`src/rtl/keypad_pkg.sv`:
```
// Shared constants for the keypad scanner: column drive patterns, key map,
// commit FSM state encoding and default timing parameters.
package keypad_pkg;

   localparam int unsigned DEF_SCAN_TICKS     = 100000;
   localparam int unsigned DEF_DEBOUNCE_SCANS = 4;

   localparam logic [1:0] StNone  = 2'd0;
   localparam logic [1:0] StHeld  = 2'd1;
   localparam logic [1:0] StMulti = 2'd2;

   // Active-low one-hot drive for each column index.
   function automatic logic [3:0] col_drive(input logic [1:0] idx);
      logic [3:0] pat;
      case (idx)
         2'd0:    pat = 4'b1110;
         2'd1:    pat = 4'b1101;
         2'd2:    pat = 4'b1011;
         default: pat = 4'b0111;
      endcase
      return pat;
   endfunction

   // Bitmap index is col*4+row.
   function automatic logic [3:0] key_map(input logic [3:0] idx);
      logic [3:0] code;
      case (idx)
         4'd0:    code = 4'h1;
         4'd1:    code = 4'h4;
         4'd2:    code = 4'h7;
         4'd3:    code = 4'h0;
         4'd4:    code = 4'h2;
         4'd5:    code = 4'h5;
         4'd6:    code = 4'h8;
         4'd7:    code = 4'hF;
         4'd8:    code = 4'h3;
         4'd9:    code = 4'h6;
         4'd10:   code = 4'h9;
         4'd11:   code = 4'hE;
         4'd12:   code = 4'hA;
         4'd13:   code = 4'hB;
         4'd14:   code = 4'hC;
         default: code = 4'hD;
      endcase
      return code;
   endfunction

   function automatic logic [3:0] single_key_code(input logic [15:0] bm);
      logic [3:0] code;
      code = 4'h0;
      for (int i = 0; i < 16; i++) begin
         if (bm[i]) code = key_map(4'(i));
      end
      return code;
   endfunction

endpackage

```
`src/rtl/keypad_scanner_sync2.sv`:
```
// Two-flop synchronizer for asynchronous inputs, parameterized width.
module sync2 #(
   parameter int unsigned WIDTH = 1
) (
   input  logic             clk_i,
   input  logic [WIDTH-1:0] d_i,
   output logic [WIDTH-1:0] q_o
);

   logic [WIDTH-1:0] meta_q;
   logic [WIDTH-1:0] sync_q;

   always_ff @(posedge clk_i) begin
      meta_q <= d_i;
      sync_q <= meta_q;
   end

   assign q_o = sync_q;

endmodule

```
`src/rtl/keypad_scanner.sv`:
```
// 4x4 keypad scanner: column scan, frame-level debounce and a commit FSM
// producing key code, valid level, press/release pulses and multi-key flag.
module keypad_scanner
   import keypad_pkg::*;
#(
   parameter int unsigned SCAN_TICKS     = DEF_SCAN_TICKS,
   parameter int unsigned DEBOUNCE_SCANS = DEF_DEBOUNCE_SCANS
) (
   input  logic       clk,
   input  logic       rst,
   input  logic [3:0] row,
   output logic [3:0] col,
   output logic [3:0] key_code,
   output logic       key_valid,
   output logic       key_press,
   output logic       key_release,
   output logic       multi_key
);

   localparam int unsigned TickW = $clog2(SCAN_TICKS);
   localparam int unsigned StabW = $clog2(DEBOUNCE_SCANS + 1);
   localparam logic [TickW-1:0] TickLast = TickW'(SCAN_TICKS - 1);
   localparam logic [StabW-1:0] StabMax  = StabW'(DEBOUNCE_SCANS);

   logic [3:0]       row_sync;
   logic [TickW-1:0] tick_q, tick_d;
   logic [1:0]       col_idx_q, col_idx_d;
   logic [3:0]       col_q, col_d;
   logic [15:0]      acc_q, acc_d;
   logic [15:0]      prev_q, prev_d;
   logic [StabW-1:0] stable_q, stable_d;
   logic [15:0]      commit_q, commit_d;
   logic [1:0]       state_q, state_d;
   logic [3:0]       key_code_q, key_code_d;
   logic             key_valid_q, key_valid_d;
   logic             key_press_q, key_press_d;
   logic             key_release_q, key_release_d;
   logic             multi_key_q, multi_key_d;

   logic             last_tick;
   logic             frame_end;
   logic             commit;
   logic [15:0]      frame_bm;

   sync2 #(
      .WIDTH(4)
   ) u_row_sync (
      .clk_i(clk),
      .d_i  (row),
      .q_o  (row_sync)
   );

   always_comb begin
      last_tick = (tick_q == TickLast);
      frame_end = last_tick && (col_idx_q == 2'd3);

      // Current column's sample merged into the partial frame.
      frame_bm = acc_q;
      frame_bm[{col_idx_q, 2'b00} +: 4] = ~row_sync;

      tick_d    = last_tick ? '0 : tick_q + TickW'(1);
      col_idx_d = last_tick ? col_idx_q + 2'd1 : col_idx_q;
      col_d     = col_drive(col_idx_d);
      acc_d     = acc_q;
      prev_d    = prev_q;
      stable_d  = stable_q;
      if (last_tick) acc_d = frame_end ? '0 : frame_bm;
      if (frame_end) begin
         prev_d = frame_bm;
         if (frame_bm != prev_q) stable_d = StabW'(1);
         else if (stable_q != StabMax) stable_d = stable_q + StabW'(1);
      end
      commit = frame_end && (stable_d == StabMax) && (frame_bm != commit_q);

      commit_d      = commit_q;
      state_d       = state_q;
      key_code_d    = key_code_q;
      key_valid_d   = key_valid_q;
      multi_key_d   = multi_key_q;
      key_press_d   = 1'b0;
      key_release_d = 1'b0;
      if (commit) begin
         commit_d      = frame_bm;
         key_release_d = (state_q == StHeld);
         if (frame_bm == 16'h0000) begin
            state_d     = StNone;
            key_valid_d = 1'b0;
            multi_key_d = 1'b0;
         end else if ((frame_bm & (frame_bm - 16'd1)) == 16'h0000) begin
            // A differing single-key bitmap is always a new key.
            state_d     = StHeld;
            key_valid_d = 1'b1;
            multi_key_d = 1'b0;
            key_press_d = 1'b1;
            key_code_d  = single_key_code(frame_bm);
         end else begin
            state_d     = StMulti;
            key_valid_d = 1'b0;
            multi_key_d = 1'b1;
         end
      end
   end

   always_ff @(posedge clk) begin
      if (rst) begin
         tick_q        <= '0;
         col_idx_q     <= 2'd0;
         col_q         <= 4'b1110;
         acc_q         <= '0;
         prev_q        <= '0;
         stable_q      <= '0;
         commit_q      <= '0;
         state_q       <= StNone;
         key_code_q    <= 4'h0;
         key_valid_q   <= 1'b0;
         key_press_q   <= 1'b0;
         key_release_q <= 1'b0;
         multi_key_q   <= 1'b0;
      end else begin
         tick_q        <= tick_d;
         col_idx_q     <= col_idx_d;
         col_q         <= col_d;
         acc_q         <= acc_d;
         prev_q        <= prev_d;
         stable_q      <= stable_d;
         commit_q      <= commit_d;
         state_q       <= state_d;
         key_code_q    <= key_code_d;
         key_valid_q   <= key_valid_d;
         key_press_q   <= key_press_d;
         key_release_q <= key_release_d;
         multi_key_q   <= multi_key_d;
      end
   end

   assign col         = col_q;
   assign key_code    = key_code_q;
   assign key_valid   = key_valid_q;
   assign key_press   = key_press_q;
   assign key_release = key_release_q;
   assign multi_key   = multi_key_q;

endmodule

```
`config.mk`:
```
export PLATFORM = sky130hd
export DESIGN_NAME = keypad_scanner
export DESIGN_NICKNAME = d
export VERILOG_FILES = /design/src/rtl/keypad_pkg.sv /design/src/rtl/keypad_scanner_sync2.sv /design/src/rtl/keypad_scanner.sv
export SDC_FILE = /design/constraint.sdc
export NUM_CORES = 1
export LEC_CHECK = 0
export CAP_MARGIN = 20
export CELL_PAD_IN_SITES_DETAIL_PLACEMENT = 0
export CELL_PAD_IN_SITES_GLOBAL_PLACEMENT = 2
export CORE_ASPECT_RATIO = 1.2
export CORE_MARGIN = 4
export CORE_UTILIZATION = 30
export DETAILED_ROUTE_END_ITERATION = 7
export GPL_ROUTABILITY_DRIVEN = 0
export PLACE_DENSITY_LB_ADDON = 0.1
export SKIP_LAST_GASP = 1
export SLEW_MARGIN = 20
export SYNTH_ARGS = -nofsm -noshare
export SYNTH_HDL_FRONTEND = slang
export SYNTH_HIERARCHICAL = 1
export SYNTH_SLANG_ARGS = --single-unit
export TNS_END_PERCENT = 1
```
`constraint.sdc`:
```
create_clock -name clk -period 4.39 [get_ports clk]
set_input_delay 1.0975 -clock clk [delete_from_list [all_inputs] [get_ports clk]]
set_output_delay 1.0975 -clock clk [all_outputs]
set_load 0.01 [all_outputs]
```
Word-level counts from Yosys, hierarchy flattened
Index checks and enable logic that the tools add are counted.
- bits in writable memories: 0
- memories: 0
- register bits after elaboration: 92
- memory bits (read-only): 0
- output and inout bits: 12
- input bits: 6
- logic and storage cells: 73
- bits in latches: 0
- reduce and logical (&&, ||, !) cells: 9
- multiplexer cells: 29
- shift operators: 2
- bitwise gates (word level): 4
- divide/modulo/power cells: 0
- multipliers: 0
- equality and inequality tests: 9
- $lt $le $gt $ge: 0
- $add $sub $neg: 5
- operators with widths (operator ; number):
    $mux 4 ; 15
    $logic_not 16->1 ; 2
    $ne 16x16->1 ; 2
    $add 17x1->17 const B ; 1
    $eq 17x17->1 const B ; 1
    $and 16x16->16 ; 1
    $bwmux 16 ; 1
    $mux 16 ; 1
    $shift 4x6->16 const A ; 1
    $shiftx 4x6->16 ; 1
    $sub 16x1->16 const B ; 1
    $pmux 4 s3 ; 1
    $mux 3 ; 3
    $mux 2 ; 3
    $neg 4->6 ; 1
    $mux 1 ; 5
    $eq 2x1->1 const B ; 2
    $eq 2x2->1 const B ; 2
    $not 4->4 ; 1
    $reduce_or 2->1 ; 2
    $add 3x1->3 const B ; 1
    $eq 3x3->1 const B ; 1
    $logic_and 1x1->1 ; 3
    $ne 3x3->1 const B ; 1
    other kinds (4) ; 5

Depth between registers and ports, before layout
- depth in word-level cells: 19
- depth in mapped cells: 16
- mapped depth without buffers: 10

By module
The synthesis kept the hierarchy.
- by module, submodules not included (module ; area each (µm²) ; times used ; seq. area each (µm²) ; cells each):
    keypad_scanner ; 4684.5 ; 1 ; 1641.6 ; 560
    sync2 ; 160.2 ; 1 ; 160.2 ; 8

Worst setup path after synthesis
OpenSTA, ideal clock, no wires.
- path kind: register to register
- start: register col_idx_q[0]
- end: register key_code_q[0] (netlist: key_code[0])
- slack: 0.755 ns
- data required time: 4.269 ns
- buffers on the path: 3
- stages on the path, launching flop included: 14
- period minus slack after synthesis: 3.635 ns
- library setup time: 0.121 ns
- arrival time: 3.514 ns
- cell sequence: dfxtp_1 -> buf_2 -> buf_2 -> inv_1 -> ha_1 -> or4b_2 -> and2_1 -> clkbuf_1 -> xnor2_1 -> nor4_1 -> and4_1 -> nand4_1 -> nand4b_4 -> mux2_4
- word-level cells in the longest chain between the ends: 19
- elaborated cells on any way between the ends: 35
- those cells by class: 2 x add/sub; 4 x eq/ne; 2 x shift; 19 x mux; 2 x bitwise; 6 x reduce/logical
- RTL lines (item ; RTL line ; source):
    from (decl) ; keypad_scanner.sv:27 ; logic [1:0] col_idx_q, col_idx_d;
    from (signal assigned) ; keypad_scanner.sv:121 ; col_idx_q <= col_idx_d;
    $neg 4->6 ; keypad_scanner.sv:59 ; frame_bm[{col_idx_q, 2'b00} +: 4] = ~row_sync;
    $shiftx 4x6->16 / $shift 4x6->16 (equally long branches) ; keypad_scanner.sv:59 ;
    $bwmux 16 ; keypad_scanner.sv:59 ;
    $mux 1 ; keypad_pkg.sv:52 ; if (bm[i]) code = key_map(4'(i));
    $mux 4 (15 in a row) ; keypad_pkg.sv:52 ;
    to (signal assigned) ; keypad_scanner.sv:128 ; key_code_q <= key_code_d;
    to (decl) ; keypad_scanner.sv:34 ; logic [3:0] key_code_q, key_code_d;
Parallel ways exist; a longest one is shown, timed or not.
A chain may end at the register's enable or synchronous reset.

Worst setup path in the final report
- start: register col_idx_q[1]
- end: register commit_q[12]
- word-level cells in the longest chain between the ends: 9
- elaborated cells on any way between the ends: 13
- those cells by class: 1 x add/sub; 4 x eq/ne; 2 x shift; 3 x mux; 3 x reduce/logical
- RTL lines (item ; RTL line ; source):
    $neg 4->6 ; keypad_scanner.sv:59 ;
    $shiftx 4x6->16 / $shift 4x6->16 (equally long branches) ; keypad_scanner.sv:59 ;
    $bwmux 16 ; keypad_scanner.sv:59 ;
    $ne 16x16->1 ; keypad_scanner.sv:70 ; if (frame_bm != prev_q) stable_d = StabW'(1);
    $mux 3 ; keypad_scanner.sv:70 ;
    $mux 3 ; keypad_scanner.sv:68 ; if (frame_end) begin
    $eq 3x3->1 ; keypad_scanner.sv:73 ; commit = frame_end && (stable_d == StabMax) && (frame_bm != commit_q);
    $logic_and 1x1->1 (2 in a row) ; keypad_scanner.sv:73 ;
    to (signal assigned) ; keypad_scanner.sv:126 ; commit_q <= commit_d;
    to (decl) ; keypad_scanner.sv:32 ; logic [15:0] commit_q, commit_d;
Parallel ways exist; a longest one is shown, timed or not.

==> flow_summary.yaml <==
die:
  pin_count: 18
  initial_core_util_pct: 30.85
  die_y_um: 147.2
  core_area_mm2: 0.01570
  rows: 50
  die_w_um: 124.0
  design.die.area_mm2: 0.01825
grt:
  grt_usage_pct: 17.39
  antenna_found_initial: 0
  grt_max_degree: 37
  grt_pass1_wl_um: 24100
  overflow: 0
  grt_pass1_vias: 4209
power_and_ir_drop:
  switching_power_mw: 0.3919
  ir_worst_vdd_mv: 0.1305
  clkPwrFrac_pct: 47.4
  pwr-share-seq_pct: 49.1
  p_leak_nw: 1.977
  p_int_mw: 1.302
  power_density_mw_per_mm2: 305.1
  p_sw_share_pct: 23.13
  power.share.combinational_pct: 3.5
synth:
  yosys.cell_count.top_type: "dfxtp_1"
  synth_common_cells: "dfxtp_1, nor2_1, nand2_1"
  ys.flop_type: "dfxtp_1"
  yosysWarnings: 6
  yosysSeqAreaShare_pct: 37.19
  synth_xor_area_share_pct: 5.966
  synthArstFlopShare_pct: 0
  postSynthCellCount: 568
  synthAdderAreaFrac_pct: 2.014
  yosysTopAreaCell: "dfxtp_1"
  ys_ff_latch: 90
  synth_edf_count: 0
  synth.area.mux_share_pct: 5.708
  synth_compound_area_share_pct: 17.92
  synth-simple-area-share_pct: 26.89
  yosysTopAreaCellShare_pct: 37.19
  syn_nets: 581
  synthTopCellsByArea: "dfxtp_1, nor2_1, mux2i_1"
  ys_types: 73
  synth_area_per_cell_um2: 8.529
  synth_top_family_by_area: "simple AND/OR/NAND/NOR gates"
  syn_area_mm2: 0.004845
timing:
  fin_crit_sh_pct: 85.75
  finalCriticalPeriod_ns: 3.764
  rsz0062_at_grt: "false"
  fin_hold_ws_ns: 0.3270
  drv_slew: 0
  setup_viol_count_final: 0
  relSlewSlack_pct: 51.78
  finalSetupTns_ns: 0
  finalHoldViolations: 0
  tightest_slew_ns: 0.7214
  fin_skew_ns: 0.01178
  timing.fmax_ghz: 0.2657
final_layout:
  finalNetCount: 594
  fillers: 1661
  seqCellArea_mm2: 0.001802
  diodes: 0
  drive_gt1_share_pct: 9.915
  multi_input_area_mm2: 0.002840
  area_growth_pct: 14.62
  stdcell_area_mm2: 0.005553
routing:
  drc_errors: 0
  dr.pass1.iters: 5
  vias: 4168
  viasPerCell: 5.256
  drtIter0Drc: 245
  ant_nets: 0
  drt-total-wl_um: 15150
  routedWlPerCell_um: 19.10
clocking:
  cts_hold_buf: 0
  clock_sinks: 90
  cts_tree: "yes"
  root_buffer: "clkbuf_16"
  post_cts_resized: 0
  cts_setup_buffers: 0
  cts_made_buffers: 9
  htreeDepth: 3
  clk_pin_slew_ns: 0.07
  clock_latency_ns: 0.36
  clockBufferDepth: 2
setup_path:
  cp-end-kind: "flip-flop"
  cp.required_ns: 4.68
  crit_type: "reg -> reg"
  crit_fanout: 21
  cp-start-kind: "flip-flop"
  crit_arrival_ns: 4.05
flow_run:
  drv_cap: 0
placement:
  dpl_cell_area_mm2: 0.005251
  portBuffers: 17
  hpwl_um: 11320
hold_path:
  hold_class: "reg -> reg"
run_status:
  status: "finished clean"
worst max-delay path, cell delays in order (launching register included):
cell and delay (ns):
dfxtp_1 0.38, inv_1 0.08, ha_1 0.45, buf_4 0.26, nor4b_1 0.58, mux2i_1 0.23, buf_4 0.22, a22oi_1 0.14
and3_1 0.20, nand4_1 0.16, nand4_1 0.18, buf_4 0.34, mux2_2 0.38, nor2_1 0.09
registers in the layout, indices dropped and copies added (netlist names):
name / flops
col: 4
state_q: 2
key_press: 1
col_idx_q: 2
acc_q: 16
u_row_sync/meta_q: 4
u_row_sync/q_o: 4
prev_q: 16
commit_q: 16
key_release: 1
key_code: 4
stable_q: 3
tick_q: 17
power groups by stage:
stage | combinational, mW | clock (mW) | sequential (mW)
final | 0.0595 | 0.803 | 0.832
after CTS | 0.0604 | 0.826 | 0.831
after detailed placement | 0.0605 | 0 | 0.850
after floorplan | 0.0431 | 0 | 0.844
after global placement | 0.0606 | 0 | 0.850
after global routing | 0.0648 | 0.857 | 0.833
metal layers:
| metal | share of wire [%] | track usage [%] | up-vias |
|---|---|---|---|
| met5 | 0 | 0 | - |
| met4 | 2.9 | 6.740 | 0 |
| met3 | 2.6 | 3.196 | 23 |
| met2 | 50 | 29.09 | 61 |
| met1 | 45 | 21.94 | 1993 |
| li1 | - | - | 2091 |
worst paths after layout:
check                          startpoint                   endpoint  slack, ns  cells past startpoint
min reg2reg  u_row_sync/meta_q[1]$_DFF_P_  u_row_sync/q_o[1]$_DFF_P_       0.33                      0
max               col_idx_q[1]$_SDFF_PP0_  commit_q[12]$_SDFFE_PP0P_       0.63                     13
max reg2reg       col_idx_q[1]$_SDFF_PP0_  commit_q[12]$_SDFFE_PP0P_       0.63                     13
min          u_row_sync/meta_q[1]$_DFF_P_  u_row_sync/q_o[1]$_DFF_P_       0.33                      0
layout by cell type, fill, tap and decap left out, types with 5 or more instances in the layout:
cell type         n
dfxtp_1          90
xor2_1           14
a21oi_1          26
nand4_1          13
nor4b_1           6
nor2_1           62
clkdlybuf4s50_1  16
a31oi_1           7
ha_1              7
o21ai_0          24
mux2i_1          17
nor4_1            5
or3_1             9
a211oi_1         17
nor3_1           12
xnor2_1          19
inv_1            17
nor2b_1          12
nand2_1          42
a22oi_1           8
nand2b_1         11
buf_4            16
clkbuf_16         9
nand3_1          20
and2_1            7
metrics by stage:
| stage | std cells | power (mW) | setup slack, ns | util (%) |
|---|---|---|---|---|
| after global placement | 778 | 0.9108 | 0.7008 | 33.44 |
| after CTS | 793 | 1.718 | 0.6198 | 35.36 |
| after detailed placement | 778 | 0.9108 | 0.6491 | 33.44 |
| after global routing | 793 | 1.754 | 0.3644 | 35.36 |
| final | 793 | 1.694 | 0.6258 | 35.36 |
| after floorplan | 568 | 0.8870 | 0.7552 | - |
cell families (layout without fill, tap and decap cells):
family | count (synthesis) | in the layout
buf+inv | 48 | 65
fa+ha+maj | 8 | 8
xor+xnor | 33 | 33
mux | 25 | 25
simple gates | 236 | 236
compound gates | 128 | 128
flops | 90 | 90
final cells by class:
type                            instances  share of cell area [%]
Clock buffer                           10                   4.304
Clock inverter                          5                   1.127
Inverter                               17                   1.149
Multi-Input combinational cell        430                   51.15
Sequential cell                        90                   32.45
Tap cell                              208                   4.687
Timing Repair Buffer                   33                   5.137
Power figures use the tool's default switching activity.
